--- config.mk ---
export PLATFORM = sky130hd
export DESIGN_NAME = memory_ram_writer
export DESIGN_NICKNAME = d
export VERILOG_FILES = /design/src/rtl/mem_pkg.sv /design/src/rtl/ram_sdp.sv /design/src/rtl/memory_ram_writer.sv
export SDC_FILE = /design/constraint.sdc
export NUM_CORES = 1
export LEC_CHECK = 0
export ABC_CLOCK_PERIOD_IN_PS = 4210
export CAP_MARGIN = 30
export CORE_MARGIN = 8
export CORE_UTILIZATION = 35
export CTS_CLUSTER_SIZE = 28
export DETAILED_ROUTE_END_ITERATION = 6
export SYNTH_ARGS = -nofsm -noshare
export SYNTH_HDL_FRONTEND = slang
export SYNTH_HIERARCHICAL = 1
export SYNTH_SLANG_ARGS = --single-unit
--- constraint.sdc ---
create_clock -name clk -period 4.21 [get_ports clk]
set_input_delay 0.421 -clock clk [delete_from_list [all_inputs] [get_ports clk]]
set_output_delay 0.421 -clock clk [all_outputs]
set_load 0.02 [all_outputs]
--- src/rtl/mem_pkg.sv ---
// Shared widths, burst depth and FSM state encoding for the run-time table loader.
// Latency: n/a (declarations only).
// Backpressure: n/a.
package mem_pkg;
    localparam int DEF_ADDR_W = 4;
    localparam int DEF_DATA_W = 16;
    localparam int MAX_LEN    = 2 ** DEF_ADDR_W;

    typedef enum logic [1:0] {
        IDLE  = 2'd0,
        WRITE = 2'd1,
        DONE  = 2'd2
    } state_t;
endpackage

--- src/rtl/ram_sdp.sv ---
// Simple dual-port RAM: one write port, one registered read port, read-first on collisions.
// Latency: read data 1 cycle after re; writes land on the same edge.
// Backpressure: none, both ports accept every cycle.
module ram_sdp #(
    parameter int ADDR_W = 4,
    parameter int DATA_W = 16
) (
    input  logic              clk,
    input  logic              rst,
    input  logic              we,
    input  logic [ADDR_W-1:0] waddr,
    input  logic [DATA_W-1:0] wdata,
    input  logic              re,
    input  logic [ADDR_W-1:0] raddr,
    output logic [DATA_W-1:0] rdata
);
    logic [DATA_W-1:0] mem [2**ADDR_W];

    // Contents are deliberately not reset so tables survive a block reset.
    always_ff @(posedge clk) begin
        if (we) begin
            mem[waddr] <= wdata;
        end
    end

    always_ff @(posedge clk) begin
        if (rst) begin
            rdata <= '0;
        end else if (re) begin
            rdata <= mem[raddr];
        end
    end
endmodule

--- src/rtl/memory_ram_writer.sv ---
// Burst loader storing a valid/ready word stream at sequential wrapping addresses; optional XOR checksum (CHECKSUM_EN).
// Latency: each accepted word written on its accept edge; done 1 cycle after last accept; read port 1 cycle.
// Backpressure: wr_ready high only while a burst is in progress; wr_valid low simply stalls.
module memory_ram_writer
    import mem_pkg::*;
#(
    parameter int ADDR_W = DEF_ADDR_W,
    parameter int DATA_W = DEF_DATA_W
) (
    input  logic              clk,
    input  logic              rst,
    input  logic              start,
    input  logic [ADDR_W-1:0] base_addr,
    input  logic [ADDR_W:0]   len,
    input  logic              wr_valid,
    input  logic [DATA_W-1:0] wr_data,
    output logic              wr_ready,
    output logic              busy,
    output logic              done,
    output logic [ADDR_W:0]   count,
    input  logic              en,
    input  logic [ADDR_W-1:0] address,
    output logic [DATA_W-1:0] out
`ifdef CHECKSUM_EN
    ,
    output logic [DATA_W-1:0] checksum
`endif
);
    localparam logic [ADDR_W:0] MAX_CNT = {1'b1, {ADDR_W{1'b0}}};
    localparam logic [ADDR_W:0] ONE     = {{ADDR_W{1'b0}}, 1'b1};

    state_t            state_q, state_d;
    logic [ADDR_W-1:0] base_q;
    logic [ADDR_W:0]   len_q;
    logic [ADDR_W:0]   count_q;
    logic [ADDR_W:0]   len_clamped;
    logic [ADDR_W-1:0] waddr;
    logic              accept;
    logic              start_ok;

    assign len_clamped = (len > MAX_CNT) ? MAX_CNT : len;
    assign accept      = wr_valid && (state_q == WRITE);
    // Address arithmetic is ADDR_W wide so bursts wrap past the top of memory.
    assign waddr       = base_q + count_q[ADDR_W-1:0];
    assign count       = count_q;

    always_comb begin
        state_d  = state_q;
        wr_ready = 1'b0;
        busy     = 1'b0;
        done     = 1'b0;
        start_ok = 1'b0;
        case (state_q)
            IDLE: begin
                if (start) begin
                    start_ok = 1'b1;
                    state_d  = (len == '0) ? DONE : WRITE;
                end
            end
            WRITE: begin
                wr_ready = 1'b1;
                busy     = 1'b1;
                if (accept && ((count_q + ONE) == len_q)) begin
                    state_d = DONE;
                end
            end
            DONE: begin
                done    = 1'b1;
                state_d = IDLE;
            end
            default: state_d = IDLE;
        endcase
    end

    always_ff @(posedge clk) begin
        if (rst) begin
            state_q <= IDLE;
            base_q  <= '0;
            len_q   <= '0;
            count_q <= '0;
        end else begin
            state_q <= state_d;
            if (start_ok) begin
                base_q  <= base_addr;
                len_q   <= len_clamped;
                count_q <= '0;
            end else if (accept) begin
                count_q <= count_q + ONE;
            end
        end
    end

`ifdef CHECKSUM_EN
    always_ff @(posedge clk) begin
        if (rst) begin
            checksum <= '0;
        end else if (start_ok) begin
            checksum <= '0;
        end else if (accept) begin
            checksum <= checksum ^ wr_data;
        end
    end
`endif

    ram_sdp #(
        .ADDR_W (ADDR_W),
        .DATA_W (DATA_W)
    ) u_ram (
        .clk   (clk),
        .rst   (rst),
        .we    (accept),
        .waddr (waddr),
        .wdata (wr_data),
        .re    (en),
        .raddr (address),
        .rdata (out)
    );
endmodule

### After elaboration in Yosys (flattened, before gate mapping)

Memories as Yosys holds them, arrays and structs flattened. A register that Yosys moved wholly into a read port is not among the register bits.
Index checks and enable logic that the tools add are counted.

| word-level totals | value |
|---|---|
| flip-flop bits (word level) | 16 |
| latch bits | 0 |
| memory bits (writable) | 256 |
| memory bits (read-only) | 0 |
| input bits | 34 |
| output and inout port bits | 24 |
| logic and storage cells | 30 |
| memories | 1 |

Memory list:

| name | depth | bits a word | read ports | clocked after Yosys merged registers in | write ports | line | RTL |
|---|---|---|---|---|---|---|---|
| u_ram.mem | 16 | 16 | 1 | 1 | 1 | ram_sdp.sv:17 | `logic [DATA_W-1:0] mem [2**ADDR_W];` |

| operators by class | value |
|---|---|
| add/sub/neg operators | 2 |
| $mul | 0 |
| divide/modulo/power cells | 0 |
| order comparisons | 1 |
| eq/ne operators | 5 |
| shifts and indexed selects | 0 |
| muxes and demuxes | 11 |
| bitwise gates (word level) | 0 |
| reduce and logical (&&, ||, !) cells | 6 |

Operators by type and width:

| kind | count |
|---|---|
| 1-bit 2-to-1 mux | 6 |
| 2-bit 2-to-1 mux | 3 |
| 5-bit by 1-bit adder with 5-bit output (second input constant) | 1 |
| 5-bit equality test | 1 |
| 5-bit > comparator (second input constant) | 1 |
| 5-bit zero test | 1 |
| 5-bit 2-to-1 mux | 1 |
| 4-bit adder | 1 |
| 2-bit case mux with 2 select lines | 1 |
| 2-bit by 1-bit equality test with 1-bit output (second input constant) | 1 |
| 2-bit equality test (second input constant) | 1 |
| 1-bit logical AND | 2 |
| 2-bit zero test | 1 |
| 2-bit by 1-bit != test with 1-bit output (second input constant) | 1 |
| 2-bit != test (second input constant) | 1 |
| 2-bit AND reduction | 1 |
| 2-bit OR reduction | 1 |

### Longest topological paths before layout

| logic depth | value |
|---|---|
| depth in word-level cells | 5 |
| gate-level depth with buffers | 6 |
| depth with buffers taken out | 6 |

### Cells and area by module

Netlist, hierarchy kept.

Modules (own cells, without submodules):

| module | times used | cells each | area each (µm²) | sequential area each (µm²) |
|---|---|---|---|---|
| ram_sdp | 1 | 606 | 10545.1 | 8007.7 |
| memory_ram_writer | 1 | 105 | 919.6 | 320.3 |

### Worst setup path after synthesis

OpenSTA, ideal clock, no wires.

| path | value |
|---|---|
| kind | flip-flop to flip-flop |
| start point | register count_q[0] (netlist: count[0]) |
| end point | memory u_ram.mem[0][0], enable pin |
| setup time | 409 ps |
| arrival time | 2972 ps |
| data required time | 3801 ps |
| path slack | 829 ps |
| cell stages (with the launch flop) | 7 |
| path buffers | 0 |
| period minus slack after synthesis | 3381 ps |
| path through | dfxtp_1 ha_1 inv_1 fa_1 xnor2_1 or3b_2 nor3_1 |

| on the way | value |
|---|---|
| cells in the longest elaborated chain, start to end | 1 |

Ends and longest elaborated chain:

| item | line | RTL |
|---|---|---|
| start: declaration | memory_ram_writer.sv:35 | `logic [ADDR_W:0] count_q;` |
| start signal: assignment | memory_ram_writer.sv:88 | `count_q <= count_q + ONE;` |
| 4-bit adder | memory_ram_writer.sv:44 | `assign waddr = base_q + count_q[ADDR_W-1:0];` |
| named net waddr[2] | memory_ram_writer.sv:37 | `logic [ADDR_W-1:0] waddr;` |
| end: declaration | ram_sdp.sv:17 |  |

The timed path passes the listed nets, and every way through them passes these cells.

### Worst setup path in the final report

| path | value |
|---|---|
| start point | register count_q[0] (netlist: count[0]) |
| end point | memory u_ram.mem[2][6], enable pin |

The elaborated chain is that of the path after synthesis.

==> impl_metrics.py <==
metrics = {
    "clock_tree": {
        "clk_pin_slew_ns": 0.06,
        "cts_tree": "done",
        "hold_buffers": 0,
        "clk_latency_ns": 0.54,
        "cts_sinks": 288,
        "clockRootBuffer": "clkbuf_16",
        "clock_path_buffers": 3,
        "post-cts-setup-buffers": 0,
        "ctsResizeCount": 0,
        "cts_htree_levels": 1,
        "cts_buffers": 29,
    },
    "status": {
        "status": "finished, final reports clean",
    },
    "critical_path": {
        "critPathTopFamily": "simple AND/OR/NAND/NOR gates",
        "cp-start-kind": "register",
        "endpoint_kind": "register",
        "critPathBufInv": 1,
        "ff2ff_path_depth": 6,
        "slowest_delay_ns": 0.79,
        "r2r-end": "u_ram/mem[2][6]$_DFFE_PP_",
        "timing.rr.start": "count[0]$_SDFFE_PP0P_",
        "cp_max_fo": 16,
        "worstPathRequired_ns": 4.37,
        "r2r_slack_ns": 1.18,
        "arrival_ns": 3.19,
        "cp_cell_sequence": "ha_1 > inv_1 > fa_1 > xnor2_1 > or3b_2 > nor2_2",
        "path_class": "reg2reg",
        "slowest_stage": "nor2_2",
    },
    "worst_hold_path": {
        "hold_class": "in2reg",
        "min_to": "base_q[3]$_SDFFE_PP0P_",
        "min-delay-start": "base_addr[3]",
        "hold_depth": 3,
    },
    "synth": {
        "synth_top_area_cell": "edfxtp_1",
        "synth_nets": 750,
        "async_reset_ff_share_pct": 0,
        "synth_edf_count": 256,
        "syn-cell-area_um2": 11500,
        "synthesis.instances": 711,
        "ys_seq_area_share_pct": 72.6,
        "ys_ff_latch": 288,
        "ys_warn_count": 6,
        "ys.flop_type": "edfxtp_1",
        "ys_types": 43,
        "synth_top_area_share_pct": 67.1,
        "synthTopCellsByArea": "edfxtp_1, mux2i_1, dfxtp_1",
        "avgSynthCellArea_um2": 16.1,
    },
    "die": {
        "start_util_pct": 35.4,
        "die_width_um": 197,
        "pin_count": 58,
        "core_area_um2": 32400,
        "dieArea_um2": 38800,
        "rows": 66,
        "die_h_um": 197,
    },
    "sta": {
        "fin_worst_skew_ns": 0.00955,
        "tightest_slew_ns": 1.01,
        "slew_viol_final": 0,
        "period_minus_slack_ns": 3.03,
        "final-hold-violation-count": 0,
        "fin_ws_ns": 1.18,
        "setup_viol": 0,
        "rsz0062_at_grt": "no",
        "slew_headroom_pct": 32.4,
        "finalCritPeriodShare_pct": 72.0,
        "fin_setup_tns_ns": 0,
        "max_clock_freq_mhz": 330,
    },
    "global_route": {
        "grt_usage_pct": 13.1,
        "grt_pass1_wl_um": 39000,
        "antenna_found_initial": 0,
        "grt_max_degree": 60,
        "grt_pass1_vias": 6243,
        "globalRouteOverflowTotal": 0,
    },
    "finish": {
        "layout_common_cells": "edfxtp_1, mux2i_1, clkdlybuf4s50_1, nand2_1, nand3_1",
        "regArea_um2": 8330,
        "final_common_cell": "edfxtp_1",
        "drive_above_1_share_pct": 12.3,
        "fillers": 2980,
        "syn_to_final_growth_pct": 17.4,
        "design_area_um2": 13500,
        "multi_input_area_um2": 2860,
        "antenna_cells": 0,
        "nets": 826,
    },
    "placement": {
        "placed_cell_area_um2": 12500,
        "dpl_worst_slack_ns": 1.19,
        "dpl.hpwl_um": 16100,
        "io_buffers": 57,
        "gp_routability_congestion": 0.771,
    },
    "routing": {
        "drt_iter0_markers": 409,
        "num_vias": 6251,
        "routed_via_density": 4.99,
        "wl_per_cell_um": 20.4,
        "first_pass_iters": 4,
        "drc_errors": 0,
        "ant_nets": 0,
        "wirelength_um": 25600,
    },
    "power": {
        "power_w": 0.00594,
        "ir_worst_vdd_uv": 285,
        "p_per_area_nw_per_um2": 441,
        "power.leakage_nw": 4.64,
    },
    "flow_run": {
        "maxCapViolations": 0,
    },
}
[cells by family (layout without fill, tap and decap cells)]
family | Yosys count | after routing | share of synthesized area [%]
DFF | 288 | 288 | 72.6
and+or+nand+nor | 153 | 153 | 6.92
muxes | 128 | 128 | 11.2
AOI/OAI and AO/OA | 83 | 83 | 4.82
buffers and inverters | 42 | 141 | 2.91
xor gates and xnor gates | 12 | 12 | 0.917
adders and majority gates | 5 | 5 | 0.611
[state kept, by name, summed over array words and instances (netlist names)]
| register | flops |
|---|---|
| u_ram/mem | 256 |
| u_ram/rdata | 16 |
| count | 5 |
| len_q | 5 |
| base_q | 4 |
| state_q | 2 |
[layer usage]
metal  vias to the layer above  global-route usage, %  wire [um]
met5                         -                      0          0
met1                      3147                   18.6      12300
met2                       171                   20.4      11500
met3                        36                   2.44       1240
li1                       2897                      -          -
met4                         0                   3.65        519
[stage by stage]
stage | instances | hold WS [ns] | utilization [%]
2_1_floorplan | 711 | 0.440 | -
3_3_place_gp | 1195 | 0.450 | 38.7
3_5_place_dp | 1197 | 0.446 | 38.7
4_1_cts | 1251 | 0.424 | 41.5
5_1_grt | 1252 | 0.458 | 41.6
6_report | 1252 | 0.443 | 41.6
[power breakdown]
group,switching (W),internal (W),total (W)
Sequential,0.0000206,0.00314,0.00316
Combinational,0.000219,0.000141,0.000360
Clock,0.00103,0.00138,0.00241
[tightest hold or removal path, delay by kind of cell]
family                 cells  cell delay, ns
AOI/OAI and AO/OA          1            0.05
buffers and inverters      1            0.40
and+or+nand+nor            1            0.06
[cell type report]
| type | count | area share, % |
|---|---|---|
| repair buffers | 82 | 5.88 |
| clock buffers | 38 | 5.87 |
| inverters | 5 | 0.139 |
| well taps | 442 | 4.11 |
| clock inverters | 16 | 0.846 |
| multi-input cells | 381 | 21.3 |
| flip-flops and latches | 288 | 61.9 |
[Yosys cell counts (5+ instances only)]
cell	count
a21oi_1	28
mux2i_1	128
nand3b_1	9
nor3_1	5
nand2_1	50
xnor2_1	7
a22oi_1	48
nor2_1	17
xor2_1	5
buf_2	10
edfxtp_1	256
nor2b_1	5
nand3_1	50
buf_12	5
clkbuf_1	12
dfxtp_1	32
[how the worst max path moves through the flow]
stage	from	slack (ns)	to	depth (start not counted)
2_1_floorplan	count[0]$_SDFFE_PP0P_	0.83	u_ram/mem[0][0]$_DFFE_PP_	6
3_3_place_gp	count[0]$_SDFFE_PP0P_	1.23	u_ram/mem[2][8]$_DFFE_PP_	6
3_5_place_dp	count[0]$_SDFFE_PP0P_	1.19	u_ram/mem[2][9]$_DFFE_PP_	6
4_1_cts	count[0]$_SDFFE_PP0P_	1.16	u_ram/mem[2][4]$_DFFE_PP_	6
5_1_grt	count[0]$_SDFFE_PP0P_	1.05	u_ram/mem[2][3]$_DFFE_PP_	6
6_report	count[0]$_SDFFE_PP0P_	1.18	u_ram/mem[2][6]$_DFFE_PP_	6
Note: power is estimated with default switching activity, not from simulation.
